[src/rtl/fifo_wptr_full.sv]
// Write-domain pointer and flag generator for the asynchronous FIFO.
// Accepts producer write requests, drives the memory write enable and address,
// publishes a Gray-coded write pointer, and derives full, almost-full, fill
// level and a sticky overflow flag from a synchronised copy of the read pointer.
module fifo_wptr_full #(
  parameter int unsigned ADDRSIZE     = 4,
  parameter int unsigned SYNC_STAGES  = 2,
  parameter int unsigned AFULL_THRESH = 12
) (
  input  logic                wclk_i,
  input  logic                wrst_i,
  input  logic                winc_i,
  input  logic [ADDRSIZE:0]   rq_ptr_i,
  input  logic                ovf_clr_i,
  output logic                wen_o,
  output logic [ADDRSIZE-1:0] wr_addr_o,
  output logic [ADDRSIZE:0]   wptr_o,
  output logic                fifo_full_o,
  output logic                almost_full_o,
  output logic [ADDRSIZE:0]   wlevel_o,
  output logic                overflow_o
);

  localparam logic [ADDRSIZE:0] AFULL_LVL = (ADDRSIZE+1)'(AFULL_THRESH);

  logic [ADDRSIZE:0]                  wbin;
  logic [ADDRSIZE:0]                  wbin_next;
  logic [ADDRSIZE:0]                  wgray_next;
  logic [SYNC_STAGES-1:0][ADDRSIZE:0] rq_s;
  logic [ADDRSIZE:0]                  rq_sync;
  logic [ADDRSIZE:0]                  rbin_sync;
  logic [ADDRSIZE:0]                  full_ptr;
  logic [ADDRSIZE:0]                  lvl_next;
  logic                               accept;
  logic                               ovf_set;

  assign rq_sync = rq_s[SYNC_STAGES-1];

  // Accept decision; reset blocks the memory write even while winc_i is high.
  always_comb begin
    accept  = winc_i & ~fifo_full_o & ~wrst_i;
    ovf_set = winc_i & fifo_full_o;
  end

  assign wen_o     = accept;
  assign wr_addr_o = wbin[ADDRSIZE-1:0];

  // Next binary/Gray pointer for the write taking place at this edge.
  always_comb begin
    wbin_next  = wbin + {{ADDRSIZE{1'b0}}, accept};
    wgray_next = (wbin_next >> 1) ^ wbin_next;
  end

  // Gray-to-binary of the synchronised read pointer: bit j is the XOR of all Gray bits at or above j.
  always_comb begin
    rbin_sync = '0;
    for (int unsigned j = 0; j <= ADDRSIZE; j++) begin
      rbin_sync[j] = ^(rq_sync >> j);
    end
  end

  // Full comparison target and pessimistic fill level.
  always_comb begin
    full_ptr = {~rq_sync[ADDRSIZE:ADDRSIZE-1], rq_sync[ADDRSIZE-2:0]};
    lvl_next = wbin_next - rbin_sync;
  end

  // Read-pointer synchroniser: plain flop chain, no logic between stages.
  always_ff @(posedge wclk_i) begin
    if (wrst_i) begin
      rq_s <= '0;
    end else begin
      rq_s[0] <= rq_ptr_i;
      for (int unsigned i = 1; i < SYNC_STAGES; i++) begin
        rq_s[i] <= rq_s[i-1];
      end
    end
  end

  // Write pointer state, published Gray pointer and registered flags.
  always_ff @(posedge wclk_i) begin
    if (wrst_i) begin
      wbin          <= '0;
      wptr_o        <= '0;
      fifo_full_o   <= 1'b0;
      almost_full_o <= 1'b0;
      wlevel_o      <= '0;
    end else begin
      wbin          <= wbin_next;
      wptr_o        <= wgray_next;
      fifo_full_o   <= (wgray_next == full_ptr);
      almost_full_o <= (lvl_next >= AFULL_LVL);
      wlevel_o      <= lvl_next;
    end
  end

  // Sticky overflow; a set event at the same edge as a clear takes priority.
  always_ff @(posedge wclk_i) begin
    if (wrst_i) begin
      overflow_o <= 1'b0;
    end else if (ovf_set) begin
      overflow_o <= 1'b1;
    end else if (ovf_clr_i) begin
      overflow_o <= 1'b0;
    end
  end

endmodule

[config.mk]
export PLATFORM = sky130hd
export DESIGN_NAME = fifo_wptr_full
export DESIGN_NICKNAME = d
export VERILOG_FILES = /design/src/rtl/fifo_wptr_full.sv
export SDC_FILE = /design/constraint.sdc
export NUM_CORES = 1
export LEC_CHECK = 0
export CAP_MARGIN = 10
export CORE_ASPECT_RATIO = 1.2
export CORE_UTILIZATION = 52
export CTS_BUF_LIST = sky130_fd_sc_hd__clkbuf_16
export DETAILED_ROUTE_END_ITERATION = 8
export GPL_TIMING_DRIVEN = 0
export PLACE_DENSITY = 0.83
export SLEW_MARGIN = 5
export SYNTH_ARGS = -nofsm -noshare
export SYNTH_HDL_FRONTEND = slang
export SYNTH_SLANG_ARGS = --single-unit
[constraint.sdc]
create_clock -name wclk_i -period 4.1 [get_ports wclk_i]
set_clock_uncertainty 0.1 [all_clocks]
set_input_delay 0.41 -clock wclk_i [delete_from_list [all_inputs] [get_ports wclk_i]]
set_output_delay 0.41 -clock wclk_i [all_outputs]
set_load 0.02 [all_outputs]
==> summary.txt, run 1 <==
initial detailed-routing violation count: 5
hold buffers post-CTS: 0
Port Buffers: 25
area of the multi-input gates: 596 µm²
Max IR drop VDD: 0.000314 V
first-pass GRT wire length: 3480 µm
register area: 541 µm²
fin. max-slew vios: 0
synthesized flop and latch total: 27
WHS: 0.336 ns
Syn Std Cell Area: 1170 µm²
WL met2: 1120 µm
routed wl met3: 74 µm
CTS tree: built
final setup margin: 0.696 ns
Leakage: 0.612 nW
# Post-CTS Setup Buffers: 0
CP Launch Type: input port
Die Span Y: 54.0 µm
Flop pwr share: 44.2%
clk buf depth: 2
dominant synthesized flop cell: dfxtp_1
total chip power: 0.653 mW
DRT Wirelength: 2090 µm
crit path kind: in2reg
setup violators final: 0
Comb pwr share: 22.4%
Warnings, synthesis: 0
Yosys cell types: 28
largest cells by area after synthesis: dfxtp_1 46%, nor2b_1 8.6%, ha_1 6.4%
commonest cells in the netlist: 27 x dfxtp_1, 16 x nor2b_1, 13 x nor2_1
Routed wire per std cell: 12.0 µm
Metal-1 WL: 851 µm
clock sinks: 27
layout net count: 161
Max transition margin: 67.7%
Post-Synthesis Cells: 116
chip width: 45.3 µm
grt ovf: 0
slew of the pin with the lowest slew margin: 0.483 ns
final core occ: 73.4%
Core ar.: 2090 µm²
IO Count: 27
EDFF count, synth: 0
Hold Vio Cnt, Final: 0
via count: 872
Clock Pin Slew Worst Setup and Hold Paths: 0.06 ns
H-tree Lvls: 1
Routed Antenna Nets: 0
Clock Latency Late Sink: 0.26 ns
Fillers: 162
internal power: 0.485 mW
Hold Crit Class: reg2reg
Initial Util: 55.9%
total net switching power: 0.168 mW
outcome: finished clean
Avg Cell Area, Syn: 10.1 µm²
top-area cell type share of the netlist area: 46.2%
area grow syn2layout: 31.4%
Die ar.: 2440 µm²
PwrDens: 424 nW/µm²
part of the Yosys area used for sequential elements: 46.2%
most numerous cell in the Yosys netlist: dfxtp_1
share of layout cells above drive strength 1: 7.59%
nature of the critical path endpoint: register
number of gates resized after cts: 0
Fmax achieved: 0.294 GHz
vias in the first global route: 846
WP data required: 4.13 ns
Tmin final: 3.40 ns
Num CTS Buffers: 3
residual DRC count: 0
DR pass1 iterations: 4
worst slack, placed: 0.394 ns
antenna violations before repair: 0
maxcap violations: 0
Synth area leader: dfxtp_1
crit path max fanout: 7
Final HPWL DP: 1550 µm
Global Route Usage Sum: 20.7%
# diodes: 0
max layer used: met4
critical path arrival: 3.43 ns
FFs w/ async S/R, synth: 0%
syn_nets: 131
setup TNS: 0 ns
# rows: 18
CTS root buffer: clkbuf_16
vias per cell: 4.98
Placer Congestion: 0.779
final period utilization: 83.0%
RSZ-0062 raised after global routing: false
switch share: 25.7%
largest net degree at the start of global routing: 16
share of total power in the clock network: 33.4%
==> cells by family (layout without fill, tap and decap cells) <==
group,count (synthesis),in the layout,synth area share (%)
AO/OA/AOI/OAI,9,9,6.20
AND/OR/NAND/NOR,46,46,21.4
adder cells (fa/ha/maj),6,6,6.42
XOR/XNOR,18,18,16.0
flip-flops,27,27,46.2
multiplexers,1,1,0.856
buffers and inverters,9,38,2.89
==> power by group through the flow <==
stage | Combinational (mW) | Clock (mW) | Sequential (mW)
floorplan | 0.0717 | 0 | 0.314
finish | 0.146 | 0.218 | 0.289
global route | 0.159 | 0.229 | 0.290
CTS | 0.147 | 0.220 | 0.289
global placement | 0.139 | 0 | 0.294
detailed placement | 0.144 | 0 | 0.295
==> per-layer routing <==
layer / track usage (%) / up-vias
met5: 0 / -
met4: 12.6 / 0
met3: 3.69 / 5
met2: 39.6 / 25
met1: 19.9 / 407
li1: - / 435
==> final cells by class <==
class | count | area share, %
clock buffers | 3 | 4.88
multi-input cells | 80 | 38.7
inverters | 5 | 1.22
flip-flops and latches | 27 | 35.2
clock inverters | 1 | 0.325
plain buffers | 4 | 0.976
repair buffers | 25 | 16.3
well taps | 30 | 2.44
==> critical path, stage by stage <==
cell and delay (ns):
clkdlybuf4s50_1 0.47, nor3b_1 0.25, ha_1 0.23, nand3_1 0.10, xor2_1 0.42, inv_1 0.13
ha_1 0.41, nor4bb_1 0.18, a211oi_1 0.23, o21ai_0 0.12, a311oi_1 0.35, o22ai_1 0.14
==> sequential cells by signal, summed over array words and instances, names as in the netlist <==
signal,cells
rq_sync,5
wptr_o,5
fifo_full_o,1
rq_s,5
almost_full_o,1
wlevel_o,5
wbin,4
overflow_o,1
==> stage by stage <==
stage	instances	area, µm²
5_1_grt	175	1540
4_1_cts	175	1540
3_3_place_gp	171	1460
3_5_place_dp	171	1460
6_report	175	1540
2_1_floorplan	116	1170
==> final timing paths <==
check / startpoint / endpoint / slack, ns / depth (start not counted)
min: rq_s[0] / rq_sync[0] / 0.34 / 1
max reg2reg: fifo_full_o / almost_full_o / 0.99 / 11
max: winc_i / almost_full_o / 0.70 / 12
min reg2reg: rq_s[0] / rq_sync[0] / 0.34 / 1
==> cells in the final DEF, fill, tap and decap left out <==
master	instances
dfxtp_1	27
clkdlybuf4s50_1	25
nor2b_1	16
nor2_1	13
xor2_1	7
xnor2_1	7
ha_1	6
inv_1	5
clkbuf_1	4
nand2_1	4
nand3_1	3
a21oi_1	3
clkbuf_16	3
nor3b_1	2
xor2_2	2
xnor2_2	2
nand2b_1	2
and2_2	1
nor3_1	1
nor4bb_1	1
a211oi_1	1
o21ai_0	1
nor4b_1	1
a311oi_1	1
mux2i_1	1
or3_1	1
a2111oi_2	1
and3_1	1
a221oi_2	1
o22ai_1	1
clkinv_2	1
Power figures use the tool's default switching activity.
==> inputs of run 2 (changes only) <==
--- a/config.mk
+++ b/config.mk
@@ -7,11 +7,11 @@
 export LEC_CHECK = 0
 export CAP_MARGIN = 10
 export CORE_ASPECT_RATIO = 1.2
-export CORE_UTILIZATION = 52
+export CORE_UTILIZATION = 43
 export CTS_BUF_LIST = sky130_fd_sc_hd__clkbuf_16
 export DETAILED_ROUTE_END_ITERATION = 8
 export GPL_TIMING_DRIVEN = 0
-export PLACE_DENSITY = 0.83
+export PLACE_DENSITY = 0.73
 export SLEW_MARGIN = 5
 export SYNTH_ARGS = -nofsm -noshare
 export SYNTH_HDL_FRONTEND = slang
==> constraint.sdc (replaced) <==
create_clock -name wclk_i -period 2.91 [get_ports wclk_i]
set_clock_uncertainty 0.1 [all_clocks]
set_input_delay 0.291 -clock wclk_i [delete_from_list [all_inputs] [get_ports wclk_i]]
set_output_delay 0.291 -clock wclk_i [all_outputs]
set_load 0.02 [all_outputs]
==> run 2 against run 1 <==
- sequential power is 41% higher
- flip-flop and latch count did not move
- sequential share of layout area decreased by 2.5 points
- clock power rose by 43%
==> summary.txt, run 2 (same netlist as run 1, synthesis figures left out) <==
routed wl met3: 48 µm (-35%)
Clock Latency Late Sink: 0.26 ns (about the same)
Initial Util: 45.8% (-10 points)
most common cell after layout, fill and taps aside: dfxtp_1
CTS root buffer: clkbuf_16
maxcap violations: 0 (unchanged)
FF-to-FF End: almost_full_o
total chip power: 0.933 mW (+43%)
WL met2: 1230 µm (+9.7%)
share of layout cells above drive strength 1: 16.1% (+8.5 points)
Routed Antenna Nets: 0 (unchanged)
Fillers: 237 (+46%)
Placer Congestion: 0.719 (-7.8%)
vias per cell: 4.80 (-3.7%)
area grow syn2layout: 41.4%
layout net count: 165 (+2.5%)
Leakage: 0.632 nW (+3.3%)
Port Buffers: 25 (unchanged)
Hold EP: rq_sync[0]
clk buf depth: 2 (unchanged)
worst r2r src: rq_sync[4]
setup violators final: 0 (unchanged)
clock sinks: 27 (unchanged)
area of the multi-input gates: 672 µm² (+13%)
PwrDens: 564 nW/µm² (+33%)
Die Span Y: 59.1 µm (+9.6%)
outcome: finished clean
initial detailed-routing violation count: 12 (+7)
Hold Crit Class: in2reg
largest net degree at the start of global routing: 17 (+1)
Fmax achieved: 0.364 GHz
H-tree Lvls: 1 (unchanged)
grt ovf: 0 (unchanged)
Routed wire per std cell: 12.5 µm (+4.5%)
Clock Pin Slew Worst Setup and Hold Paths: 0.06 ns (about the same)
first-pass GRT wire length: 3790 µm (+8.7%)
CP Launch Type: input port
nature of the critical path endpoint: register
CTS tree: built
Metal-1 WL: 952 µm (+12%)
flop2flop setup slack: 0.29 ns (-0.70 ns)
Worst Reg-to-Reg Cells: 11 (unchanged)
max layer used: met4
residual DRC count: 0 (unchanged)
chip width: 49.6 µm (+9.5%)
setup TNS: 0 ns (unchanged)
min-delay src: wrst_i
Hold Vio Cnt, Final: 0 (unchanged)
fin. max-slew vios: 0 (unchanged)
Global Route Usage Sum: 17.7% (-3.0 points)
most frequent cells in the layout: 27 x dfxtp_1, 25 x clkdlybuf4s50_1, 16 x nor2b_1, 13 x nor2_1, 7 x xnor2_1
antenna violations before repair: 0 (unchanged)
via count: 873 (+0.11%)
Num CTS Buffers: 3 (unchanged)
crit path max fanout: 10 (+3)
vias in the first global route: 832 (-1.7%)
# diodes: 0 (unchanged)
Max transition margin: 63.2% (-4.5 points)
final period utilization: 94.4%
DRT Wirelength: 2280 µm (+8.6%)
Max IR drop VDD: 0.000344 V (+9.8%)
Die ar.: 2930 µm² (+20%)
hold buffers post-CTS: 0 (unchanged)
Hold Path Depth: 2 (+1)
slew of the pin with the lowest slew margin: 0.551 ns (+0.0686 ns)
final core occ: 64.8% (-8.6 points)
IO Count: 27 (unchanged)
WP data required: 2.93 ns (-1.20 ns)
register area: 541 µm² (unchanged)
# rows: 20 (+2)
Final HPWL DP: 1650 µm (+6.6%)
critical path arrival: 2.76 ns (-0.67 ns)
DR pass1 iterations: 4 (unchanged)
Tmin final: 2.75 ns
Core ar.: 2550 µm² (+22%)
crit path kind: in2reg
## run 2: cell count changes in the layout (fill, tap and decap cells not counted), sizes merged
| cell | previous run | this run |
|---|---|---|
| buf | 0 | 5 |
| clkinv | 1 | 0 |
| clkinvlp | 0 | 1 |
| clkbuf | 7 | 6 |
## run 2: how the worst max path moves through the flow
stage                      start             to  slack (ns)
final                     winc_i  almost_full_o        0.16
after global routing      winc_i  almost_full_o       -0.01
after CTS                 winc_i  almost_full_o        0.01
after detailed placement  winc_i  almost_full_o       -0.42
after global placement    winc_i  almost_full_o       -0.31
after floorplan           wrst_i  almost_full_o        0.04
## run 2: power by group
part	total, mW	switching [mW]	internal (mW)	leakage, nW
sequential	0.407	0.00953	0.398	0.222
clock	0.312	0.125	0.187	0.0371
combinational	0.214	0.105	0.108	0.373
## run 2: routing by layer
metal | up-vias | GRT usage, %
met4 | 0 | 9.80
met2 | 19 | 32.8
met1 | 409 | 19.3
li1 | 440 | -
met5 | - | 0
met3 | 5 | 2.31
## run 2: area by class of cell
class / instances / share of cell area (%)
buffer: 4 / 1.13
inverter: 5 / 1.13
clock buffer: 3 / 4.54
multi-input combinational: 80 / 40.6
clock inverter: 1 / 0.454
tap: 33 / 2.50
sequential: 27 / 32.7
timing repair buffer: 29 / 16.9
## run 2: worst max-delay path, cell delays in order
cell and delay (ns):
clkdlybuf4s50_1 0.50, nor3b_4 0.21, ha_2 0.24, ha_4 0.21, buf_4 0.17, xor2_1 0.17, ha_1 0.23, nand2_1 0.07
nand2_1 0.06, a221oi_2 0.29, xor2_1 0.21, o22ai_1 0.11
## run 2: repair_timing
action                                  CTS  global route
setup buffers                             2             2
pin swaps                                 4             4
endpoints found under the hold margin     0             0
endpoints found under the setup margin    2             3
gates resized for setup                   6             7
## run 2: stage by stage
stage	hold slack [ns]	cells	instance area [µm²]	worst slack (ns)
floorplan	0.314	116	1200	0.0358
global placement	0.318	174	1490	-0.307
detailed placement	0.328	174	1490	-0.417
CTS	0.325	180	1620	0.0132
global route	0.359	182	1650	-0.0137
finish	0.320	182	1650	0.163
==> inputs of run 3 (changes only) <==
--- a/config.mk
+++ b/config.mk
@@ -7,12 +7,12 @@
 export LEC_CHECK = 0
 export CAP_MARGIN = 10
 export CORE_ASPECT_RATIO = 1.2
-export CORE_UTILIZATION = 43
+export CORE_UTILIZATION = 30
 export CTS_BUF_LIST = sky130_fd_sc_hd__clkbuf_16
 export DETAILED_ROUTE_END_ITERATION = 8
 export GPL_TIMING_DRIVEN = 0
-export PLACE_DENSITY = 0.73
-export SLEW_MARGIN = 5
+export SETUP_SLACK_MARGIN = 0.4
+export SLEW_MARGIN = 20
 export SYNTH_ARGS = -nofsm -noshare
 export SYNTH_HDL_FRONTEND = slang
 export SYNTH_SLANG_ARGS = --single-unit
==> run 3 against run 2 <==
- clock power about the same
- fmax increased by 12%
- hold slack got worse by 0.17 ns
- count of clock-buffer cells in the layout unchanged
- sequential power about the same
- largest power group unchanged
==> summary.txt, run 3 (same netlist as run 1, synthesis figures left out) <==
outcome: finished clean
Routed wire per std cell: 11.6 µm (-7.2%)
GRT busiest layer: met2
vias in the first global route: 877 (+5.4%)
first-pass GRT wire length: 3860 µm (+1.8%)
CTS tree: built
Placed Area: 1640 µm² (+9.6%)
final core occ: 48.6% (-16 points)
WP buf/inv: 1 (-1)
WP data required: 2.95 ns (+0.02 ns)
CTS root buffer: clkbuf_16
residual DRC count: 0 (unchanged)
Hold Vio Cnt, Final: 0 (unchanged)
# diodes: 0 (unchanged)
fin. max-slew vios: 0 (unchanged)
Initial Util: 31.7% (-14 points)
Die ar.: 4150 µm² (+42%)
total net switching power: 0.254 mW (+5.6%)
area of the multi-input gates: 738 µm² (+9.9%)
Max IR drop VDD: 0.000232 V (-33%)
Die Span Y: 70.4 µm (+19%)
worst path cell trace: nor3b_4, ha_4, ha_4, buf_8, xor2_2, ha_2, nand2_1, nand2_1, a221oi_2, xor2_1, o22ai_1
Tmin final: 2.46 ns (-0.284 ns)
area grow syn2layout: 53.5%
register area: 544 µm² (+0.69%)
Crit-path slowest cell: dfxtp_4
Comb pwr share: 24.9% (+2.0 points)
vias per cell: 4.37 (-8.9%)
final std cells w/o fill: 204 (+12%)
Fmax achieved: 0.406 GHz (+12%)
Hold Path Depth: 2 (unchanged)
Worst Reg-to-Reg Cells: 11 (unchanged)
DR pass1 iterations: 2 (-2)
critical path arrival: 2.50 ns (-0.26 ns)
nature of the critical path endpoint: register
IO Count: 27 (unchanged)
RSZ-0062 raised after global routing: true
grt ovf: 0 (unchanged)
chip width: 59.0 µm (+19%)
CP Launch Type: register
FF-to-FF End: almost_full_o
Clock Pin Slew Worst Setup and Hold Paths: 0.07 ns (about the same)
DRT Wirelength: 2370 µm (+4.0%)
Final HPWL DP: 1660 µm (+0.78%)
initial detailed-routing violation count: 3 (-9)
via count: 891 (+2.1%)
slew of the pin with the lowest slew margin: 0.467 ns (-0.0842 ns)
worst r2r src: fifo_full_o
Leakage: 0.674 nW (+6.6%)
placed insts: 193 (+11%)
Hold Crit Class: in2reg
Clock Latency Late Sink: 0.26 ns (about the same)
Max transition margin: 68.9% (+5.6 points)
Hold EP: rq_s[1]
most common cell after layout, fill and taps aside: dfxtp_1
# rows: 24 (+20%)
switch share: 26.4% (+0.66 points)
Fillers: 356 (+50%)
Port Buffers: 25 (unchanged)
PwrDens: 535 nW/µm² (-5.1%)
Num CTS Buffers: 3 (unchanged)
clock sinks: 27 (unchanged)
most frequent cells in the layout: 26 x dfxtp_1, 24 x clkdlybuf4s50_1, 15 x nor2b_1, 13 x nor2_1, 7 x buf_4
crit path max fanout: 5 (-5)
Flop pwr share: 42.4% (-1.2 points)
Core ar.: 3690 µm² (+45%)
fin area: 1800 µm² (+8.5%)
crit path kind: reg2reg
met1 usage: 13.4% (-5.8 points)
min-delay src: wrst_i
WHS: 0.148 ns (-0.172 ns)
layout net count: 168 (+1.8%)
H-tree Lvls: 1 (unchanged)
slowest cell delay on critical path: 0.36 ns (-0.14 ns)
Global Route Usage Sum: 12.6% (-5.0 points)
GR Layer Usage met3: 3.33% (+1.0 points)
share of layout cells above drive strength 1: 23.7% (+7.6 points)
Placer Congestion: 0.774 (+7.7%)
internal power: 0.707 mW (+2.1%)
setup violators final: 0 (unchanged)
largest net degree at the start of global routing: 16 (-1)
maxcap violations: 0 (unchanged)
Routed Antenna Nets: 0 (unchanged)
cell family with most CP delay: adder cells
met2 usage: 21.6% (-11 points)
share of total power in the clock network: 32.8% (-0.7 points)
clk buf depth: 2 (unchanged)
flop2flop setup slack: 0.45 ns (+0.16 ns)
setup TNS: 0 ns (unchanged)
final period utilization: 84.7% (-9.7 points)
antenna violations before repair: 0 (unchanged)
-- run 3: changes by cell type in the layout (fill, tap and decap cells not counted), sizes merged --
cell,change
buf,+3
clkinvlp,-1
clkdlybuf4s50,-1
clkinv,+1
dlygate4sd2,+1
-- run 3: stage by stage --
stage	worst slack (ns)	power (mW)
after floorplan	0.351	0.563
after global placement	-0.0375	0.635
after detailed placement	-0.141	0.639
after CTS	0.411	0.961
after global routing	0.299	1.01
final	0.447	0.960
-- run 3: layout make-up --
type,instances,area share (%)
Tap cell,52,3.62
Buffer,4,2.65
Sequential cell,27,30.3
Inverter,5,1.05
Clock buffer,3,4.18
Multi-Input combinational cell,80,41.1
Clock inverter,1,0.279
Timing Repair Buffer,32,16.8
-- run 3: worst reg2reg max path, delay by kind of cell (launching register included) --
kind	cells	cell delay [ns]
adders and majority gates	3	0.61
xor gates and xnor gates	2	0.41
DFF	1	0.36
and+or+nand+nor	3	0.35
buffers and inverters	1	0.13
AOI/OAI and AO/OA	2	0.39
-- run 3: what timing repair did --
action                                  4_1_cts  5_1_grt
endpoints found under the setup margin        4        4
gates resized for setup                       1        6
hold buffers                                  0        0
gates cloned                                  0        0
pin swaps                                     6       11
setup buffers                                 5        2
-- run 3: routing by layer --
metal | vias up | share of wire (%)
met5 | - | 0
met4 | 0 | 3.2
met3 | 8 | 4.1
met2 | 25 | 53
met1 | 412 | 40
li1 | 446 | -
-- run 3: how the worst max path moves through the flow --
stage	from	to	slack (ns)	cells after the start
after floorplan	wrst_i	almost_full_o	0.35	12
after global placement	winc_i	almost_full_o	-0.04	11
after detailed placement	winc_i	almost_full_o	-0.14	11
after CTS	fifo_full_o	almost_full_o	0.41	11
after global routing	fifo_full_o	almost_full_o	0.30	11
final	fifo_full_o	almost_full_o	0.45	11
-- run 3: power by group through the flow --
stage               combinational (mW)  sequential, mW  clock (mW)
finish                           0.239           0.407       0.315
global route                     0.261           0.410       0.336
CTS                              0.230           0.408       0.323
detailed placement               0.222           0.417           0
global placement                 0.219           0.415           0
floorplan                        0.119           0.444           0
